`config.mk`:
```
export PLATFORM = sky130hd
export DESIGN_NAME = ps2_host_tx
export DESIGN_NICKNAME = d
export VERILOG_FILES = /design/src/rtl/ps2_host_tx.sv
export SDC_FILE = /design/constraint.sdc
export NUM_CORES = 1
export LEC_CHECK = 0
export ABC_AREA = 1
export ABC_CLOCK_PERIOD_IN_PS = 4300
export CAP_MARGIN = 25
export CELL_PAD_IN_SITES_DETAIL_PLACEMENT = 2
export CELL_PAD_IN_SITES_GLOBAL_PLACEMENT = 2
export CORE_MARGIN = 3
export CORE_UTILIZATION = 35
export DETAILED_ROUTE_END_ITERATION = 6
export GPL_TIMING_DRIVEN = 1
export PLACE_DENSITY_LB_ADDON = 0.1
export SETUP_SLACK_MARGIN = 0.4
export SLEW_MARGIN = 20
export SYNTH_ARGS = -nofsm -noshare
export SYNTH_HDL_FRONTEND = slang
export SYNTH_SLANG_ARGS = --single-unit
```
`constraint.sdc`:
```
create_clock -name clk_i -period 4.3 [get_ports clk_i]
set_input_delay 0.43 -clock clk_i [delete_from_list [all_inputs] [get_ports clk_i]]
set_output_delay 0.43 -clock clk_i [all_outputs]
set_load 0.02 [all_outputs]
```
`src/rtl/ps2_host_tx.sv`:
```
// ps2_host_tx -- PS/2 host-to-device byte transmitter.
//
// Sends one command byte to a PS/2 device. The host holds the bus clock low,
// places the start bit, releases the clock, and then shifts the data bits,
// the odd parity bit and the stop bit, one per device clock falling edge. It
// samples the device ack on the 11th falling edge and reports the result once
// both lines have returned high.
//
// Optional feature macro: PS2_TX_ACK_CHECK_EN
//   defined   : a high ack bit ends the transfer with error_o.
//   undefined : the ack level is ignored and a completed frame gives done_o.
//
// Ports
//   clk_i, reset_i              system clock, synchronous active-high reset
//   data_i[7:0], send_i         command byte, one-cycle send request
//   busy_o, done_o, error_o     status; done_o and error_o are 1-cycle pulses
//   ps2_clk_i, ps2_dat_i        raw bus levels (asynchronous)
//   ps2_clk_oe_o, ps2_dat_oe_o  1 = pull the line low, 0 = release
module ps2_host_tx #(
  parameter int INHIBIT_CYCLES = 2400,
  parameter int TIMEOUT_CYCLES = 48000
) (
  input  logic       clk_i,
  input  logic       reset_i,
  input  logic [7:0] data_i,
  input  logic       send_i,
  output logic       busy_o,
  output logic       done_o,
  output logic       error_o,
  input  logic       ps2_clk_i,
  input  logic       ps2_dat_i,
  output logic       ps2_clk_oe_o,
  output logic       ps2_dat_oe_o
);

  localparam int INH_W = (INHIBIT_CYCLES > 1) ? $clog2(INHIBIT_CYCLES) : 1;
  localparam int WD_W  = $clog2(TIMEOUT_CYCLES + 1);
  localparam logic [INH_W-1:0] INH_LAST = INH_W'(INHIBIT_CYCLES - 1);
  localparam logic [WD_W-1:0]  WD_MAX   = WD_W'(TIMEOUT_CYCLES);

  typedef enum logic [2:0] {
    S_IDLE, S_INHIBIT, S_REQ, S_SHIFT, S_ACK, S_RELEASE
  } state_e;

  state_e            state_q, state_d;
  logic              clk_meta_q, clk_sync_q, clk_prev_q;
  logic              dat_meta_q, dat_sync_q;
  logic [INH_W-1:0]  inh_q, inh_d;
  logic [WD_W-1:0]   wd_q, wd_d;
  logic [3:0]        cnt_q, cnt_d;
  logic [9:0]        sr_q, sr_d;      // {stop, parity, data}, shifted out LSB first
  logic              bit_q, bit_d;    // level currently presented on the data line
  logic              ack_ok_q, ack_ok_d;
  logic              done_q, done_d;
  logic              error_q, error_d;
  logic              fall;

  // Falling edge of the synchronized device clock.
  assign fall = clk_prev_q & ~clk_sync_q;

  // State register and datapath registers.
  always_ff @(posedge clk_i) begin
    if (reset_i) begin
      state_q    <= S_IDLE;
      clk_meta_q <= 1'b1;
      clk_sync_q <= 1'b1;
      clk_prev_q <= 1'b1;
      dat_meta_q <= 1'b1;
      dat_sync_q <= 1'b1;
      inh_q      <= '0;
      wd_q       <= '0;
      cnt_q      <= '0;
      sr_q       <= '0;
      bit_q      <= 1'b0;
      ack_ok_q   <= 1'b0;
      done_q     <= 1'b0;
      error_q    <= 1'b0;
    end else begin
      state_q    <= state_d;
      clk_meta_q <= ps2_clk_i;
      clk_sync_q <= clk_meta_q;
      clk_prev_q <= clk_sync_q;
      dat_meta_q <= ps2_dat_i;
      dat_sync_q <= dat_meta_q;
      inh_q      <= inh_d;
      wd_q       <= wd_d;
      cnt_q      <= cnt_d;
      sr_q       <= sr_d;
      bit_q      <= bit_d;
      ack_ok_q   <= ack_ok_d;
      done_q     <= done_d;
      error_q    <= error_d;
    end
  end

  // Next-state logic.
  always_comb begin
    state_d  = state_q;
    inh_d    = inh_q;
    wd_d     = wd_q;
    cnt_d    = cnt_q;
    sr_d     = sr_q;
    bit_d    = bit_q;
    ack_ok_d = ack_ok_q;
    done_d   = 1'b0;
    error_d  = 1'b0;

    case (state_q)
      S_IDLE: begin
        // A request landing on the completion pulse cycle is dropped.
        if (send_i && !done_q && !error_q) begin
          sr_d     = {1'b1, ~^data_i, data_i};
          bit_d    = 1'b0;          // start bit
          inh_d    = '0;
          cnt_d    = '0;
          ack_ok_d = 1'b0;
          state_d  = S_INHIBIT;
        end
      end
      S_INHIBIT: begin
        if (inh_q == INH_LAST) begin
          wd_d    = '0;
          state_d = S_REQ;
        end else begin
          inh_d = inh_q + 1'b1;
        end
      end
      S_REQ: begin
        wd_d    = fall ? '0 : wd_q + 1'b1;
        state_d = S_SHIFT;
      end
      S_SHIFT: begin
        wd_d = fall ? '0 : wd_q + 1'b1;
        if (fall) begin
          bit_d = sr_q[0];
          sr_d  = {1'b1, sr_q[9:1]};
          cnt_d = cnt_q + 1'b1;
          if (cnt_q == 4'd9) state_d = S_ACK;   // edge 10 put the stop bit out
        end
      end
      S_ACK: begin
        wd_d = fall ? '0 : wd_q + 1'b1;
        if (fall) begin
`ifdef PS2_TX_ACK_CHECK_EN
          ack_ok_d = ~dat_sync_q;
`else
          ack_ok_d = 1'b1;
`endif
          state_d  = S_RELEASE;
        end
      end
      S_RELEASE: begin
        if (clk_sync_q && dat_sync_q) begin
          done_d  = ack_ok_q;
          error_d = ~ack_ok_q;
          state_d = S_IDLE;
        end
      end
      default: state_d = S_IDLE;
    endcase

    // Watchdog overrides everything while waiting on the device clock.
    if ((state_q == S_REQ || state_q == S_SHIFT || state_q == S_ACK) &&
        wd_q == WD_MAX) begin
      state_d = S_IDLE;
      done_d  = 1'b0;
      error_d = 1'b1;
    end
  end

  // Outputs.
  always_comb begin
    busy_o       = (state_q != S_IDLE);
    done_o       = done_q;
    error_o      = error_q;
    ps2_clk_oe_o = (state_q == S_INHIBIT);
    ps2_dat_oe_o = 1'b0;
    case (state_q)
      S_INHIBIT: ps2_dat_oe_o = (inh_q == INH_LAST);
      S_REQ:     ps2_dat_oe_o = 1'b1;
      S_SHIFT:   ps2_dat_oe_o = ~bit_q;
      default:   ps2_dat_oe_o = 1'b0;
    endcase
  end

endmodule

```
==> run_results.csv <==
group,metric,value,unit
outcome,status,"complete, no violations",
place,hpwl,7.257,mm
synth,synth_fa_ha_area_share,2.032,%
power,comb_power_share,42.3,%
hold_path,min_path_type,"flip-flop to flip-flop",
floorplanning,coreArea,8382,um2
synth,synth.area.mux_share,0,%
floorplanning,chipWidth,99.80,um
worst_setup_path,crit_end,"ps2_dat_oe_o",
drt,drcViolationCount,0,
worst_setup_path,r2r_start,"state_q[2]$_SDFFE_PP0P_",
power,clkPwrFrac,18.6,%
drt,dr_total_vias,3159,
cts,insertion_delay,0.32,ns
cts,clock-sinks,54,
synth,yosysTopAreaCell,"dfxtp_1",
global_routing,grt.total_usage,20.38,%
synth,syn-instance-count,484,
cts,cts_tree,"yes",
timing,layout_min_cycle_time,2.794,ns
global_routing,grt_pass1_vias,3421,
place,io_buffers,17,
timing,setup_ws,1.506,ns
cts,htreeDepth,2,
drt,dr.pass1.iters,4,
cts,clockBufferDepth,2,
power,p_leak,1.395,nW
power,p_per_area,481.3,nW/um2
synth,yosys.area_share.simple,38.28,%
worst_setup_path,cpPeakStageDelay,0.64,ns
worst_setup_path,cp_slowest_cell,"clkdlybuf4s50_1",
final_layout,nets,516,
worst_setup_path,r2r_end,"wd_q[15]$_SDFFE_PP0P_",
synth,yosys_warnings,0,
worst_setup_path,regToRegSetupSlack,1.99,ns
worst_setup_path,critPathArrivalTime,2.36,ns
timing,final-max-slew-violation-count,0,
global_routing,grt_pass1_wl,16.53,mm
drt,drt_first_iter_violations,103,
worst_setup_path,crit_path_end_kind,"output pin",
power,seq_power_share,39.1,%
place,dp.cells,596,
timing,finClkSkew,0.01222,ns
final_layout,final_util,40.87,%
global_routing,grt_max_degree,29,
cts,cts_buffers,5,
drt,final_antenna_net_count,0,
timing,fmax,357.9,MHz
power,vdd_drop_max,193.1,uV
worst_setup_path,critPathBufInv,1,
floorplanning,initial_core_util,36.74,%
synth,seq_area_frac_synth,35.11,%
worst_setup_path,required,3.87,ns
timing,fin_crit_sh,64.98,%
power,power_switching,734.8,uW
floorplanning,io_pins,18,
cts,post_cts_buffers,0,
worst_setup_path,cp-startpoint,"inh_q[0]$_SDFFE_PP0P_",
worst_setup_path,path_delay_family,"buffers and inverters",
timing,rsz0062_at_grt,"false",
synth,netlist_top_cells_area,"dfxtp_1 35%, nand2_1 16%, inv_1 8.8%",
timing,report.final.hold_viol_count,0,
job,maxCapViolCount,0,
place,pre_cts_slack,1.860,ns
final_layout,drive_above_1_share,6.212,%
worst_setup_path,crit_path_start_kind,"flip-flop",
drt,avgRoutedWirePerCell,15.75,um
floorplanning,die_h,99.80,um
drt,wirelength,9.510,mm
synth,yosys.area.top_type_share,35.11,%
power,sw_frac_of_total,44.56,%
power,internal-power,914.1,uW
cts,hold_buffers,0,
floorplanning,dieArea,9959,um2
synth,postSynthAreaPerCell,6.362,um2
place,place_congestion,0.8378,
global_routing,grt_antenna_before_repair,0,
cts,cts.reportedPaths.clkPinSlew,0.11,ns
worst_setup_path,cp_cell_sequence,"ha_1 -> nand2_1 -> nor2_1 -> nand3_2 -> o211ai_1 -> clkdlybuf4s50_1",
timing,setup_violations,0,
cts,post_cts_resized,0,
floorplanning,row_count,33,
worst_setup_path,crit_fanout,8,
synth,synth_xor_area_share,1.138,%
global_routing,overflow,0,
final_layout,antenna_cells,0,
worst_setup_path,crit_cells,6,
synth,syn-cell-area,3079,um2
timing,finalSetupTns,0,ns
drt,avgViaCountPerCell,5.230,
synth,synth-compound-area-share,12.43,%
final_layout,stdcell_count,604,
timing,timing.hold.ws,0.4205,ns
worst_setup_path,critPathKind,"flip-flop to output pin",
synth,synth_top_family_by_area,"simple AND/OR/NAND/NOR gates",
timing,worst-slew-pin-transition,0.4831,ns
synth,synth-seq-cells,54,
timing,slew_headroom,67.55,%
cts,cts_root_buffer,"clkbuf_8",
synth,syn-num-nets,502,
synth,ys_types,32,
final_layout,area_delta_synth_final,11.26,%
worst_setup_path,r2r_cells,8,
-- state kept, by name (all words and copies together), names as in the netlist --
signal,count
ack_ok_q,1
bit_q,1
clk_meta_q,1
clk_prev_q,1
clk_sync_q,1
cnt_q,4
dat_meta_q,1
dat_sync_q,1
done_o,1
error_o,1
inh_q,12
sr_q,10
state_q,3
wd_q,16
-- logic make-up (layout without fill, tap and decap cells) --
logic type | after synthesis | count (layout)
AND/OR/NAND/NOR | 263 | 263
buffers and inverters | 86 | 101
AO/OA/AOI/OAI | 72 | 72
flip-flops | 54 | 54
adder cells (fa/ha/maj) | 5 | 5
XOR/XNOR | 4 | 4
-- layer usage --
layer / share of wire (%) / up-vias / track usage (%)
li1: - / 1577 / -
met1: 47 / 1548 / 25.78
met2: 51 / 26 / 37.15
met3: 1.7 / 8 / 2.571
met4: 0.91 / 0 / 3.887
met5: 0 / - / 0
-- worst register-to-register path, stage by stage, from the launching register on --
cell and delay (ns):
dfxtp_1 0.40, inv_2 0.13, nand3_2 0.35, nand2_1 0.22, inv_2 0.07, nand2_1 0.31
nand2_2 0.27, o21ai_1 0.37, nor2_1 0.09
-- power by group through the flow --
stage          Combinational (mW)  Clock, mW  Sequential [mW]
2_1_floorplan               0.518          0            0.639
3_3_place_gp                0.661          0            0.647
3_5_place_dp                0.695          0            0.655
4_1_cts                     0.707      0.318            0.646
5_1_grt                     0.801      0.342            0.656
6_report                    0.698      0.306            0.645
-- cells in the final DEF, fill, tap and decap left out, types with 2 or more instances in the layout --
cell and instances:
clkdlybuf4s50_1 17, inv_2 3, nand3b_1 2, nand2_1 130
nand2_2 6, a21oi_1 38, nor3_1 8, clkbuf_8 6
o21ai_0 22, nand3_1 39, inv_1 72, nand3_2 2
o21ai_1 6, nand4_1 19, dfxtp_1 54, nor2_1 46
ha_1 5, nor3b_1 2, or2_2 5, xor2_1 3
-- synth_stat cells (all sizes together) --
| master | n |
|---|---|
| nor3b | 2 |
| o21a | 1 |
| nand3b | 2 |
| nand4 | 19 |
| nand3 | 42 |
| inv | 75 |
| a21oi | 38 |
| buf | 7 |
| o211ai | 1 |
| o21ai | 28 |
| o21bai | 1 |
| xnor2 | 1 |
| ha | 5 |
| nor2 | 47 |
| clkbuf | 4 |
| xor2 | 3 |
| nand2 | 137 |
| a211oi | 1 |
| nor3 | 9 |
| a31oi | 1 |
| dfxtp | 54 |
| or2 | 5 |
| o211a | 1 |
-- final cells by class --
class / instances / area (um2)
inverter: 75 / 281.5
fill: 1039 / 4956
clock buffer: 6 / 82.58
tap: 105 / 131.4
multi-input combinational: 344 / 1659
timing repair buffer: 18 / 177.7
clock inverter: 2 / 12.51
sequential: 54 / 1081
-- worst min path at each step --
stage / from / to / slack, ns / cells after the start
6_report: clk_meta_q$_SDFF_PP1_ / clk_sync_q$_SDFF_PP1_ / 0.42 / 1
5_1_grt: clk_meta_q$_SDFF_PP1_ / clk_sync_q$_SDFF_PP1_ / 0.45 / 1
4_1_cts: clk_meta_q$_SDFF_PP1_ / clk_sync_q$_SDFF_PP1_ / 0.42 / 1
3_5_place_dp: clk_meta_q$_SDFF_PP1_ / clk_sync_q$_SDFF_PP1_ / 0.40 / 1
3_3_place_gp: dat_meta_q$_SDFF_PP1_ / dat_sync_q$_SDFF_PP1_ / 0.39 / 1
2_1_floorplan: clk_meta_q$_SDFF_PP1_ / clk_sync_q$_SDFF_PP1_ / 0.39 / 1
-- metrics by stage --
stage               total power, mW  area, um2
detailed placement            1.351       3331
floorplan                     1.157       3079
CTS                           1.671       3426
global route                  1.799       3426
finish                        1.649       3426
global placement              1.308       3331
Power figures use the tool's default switching activity.
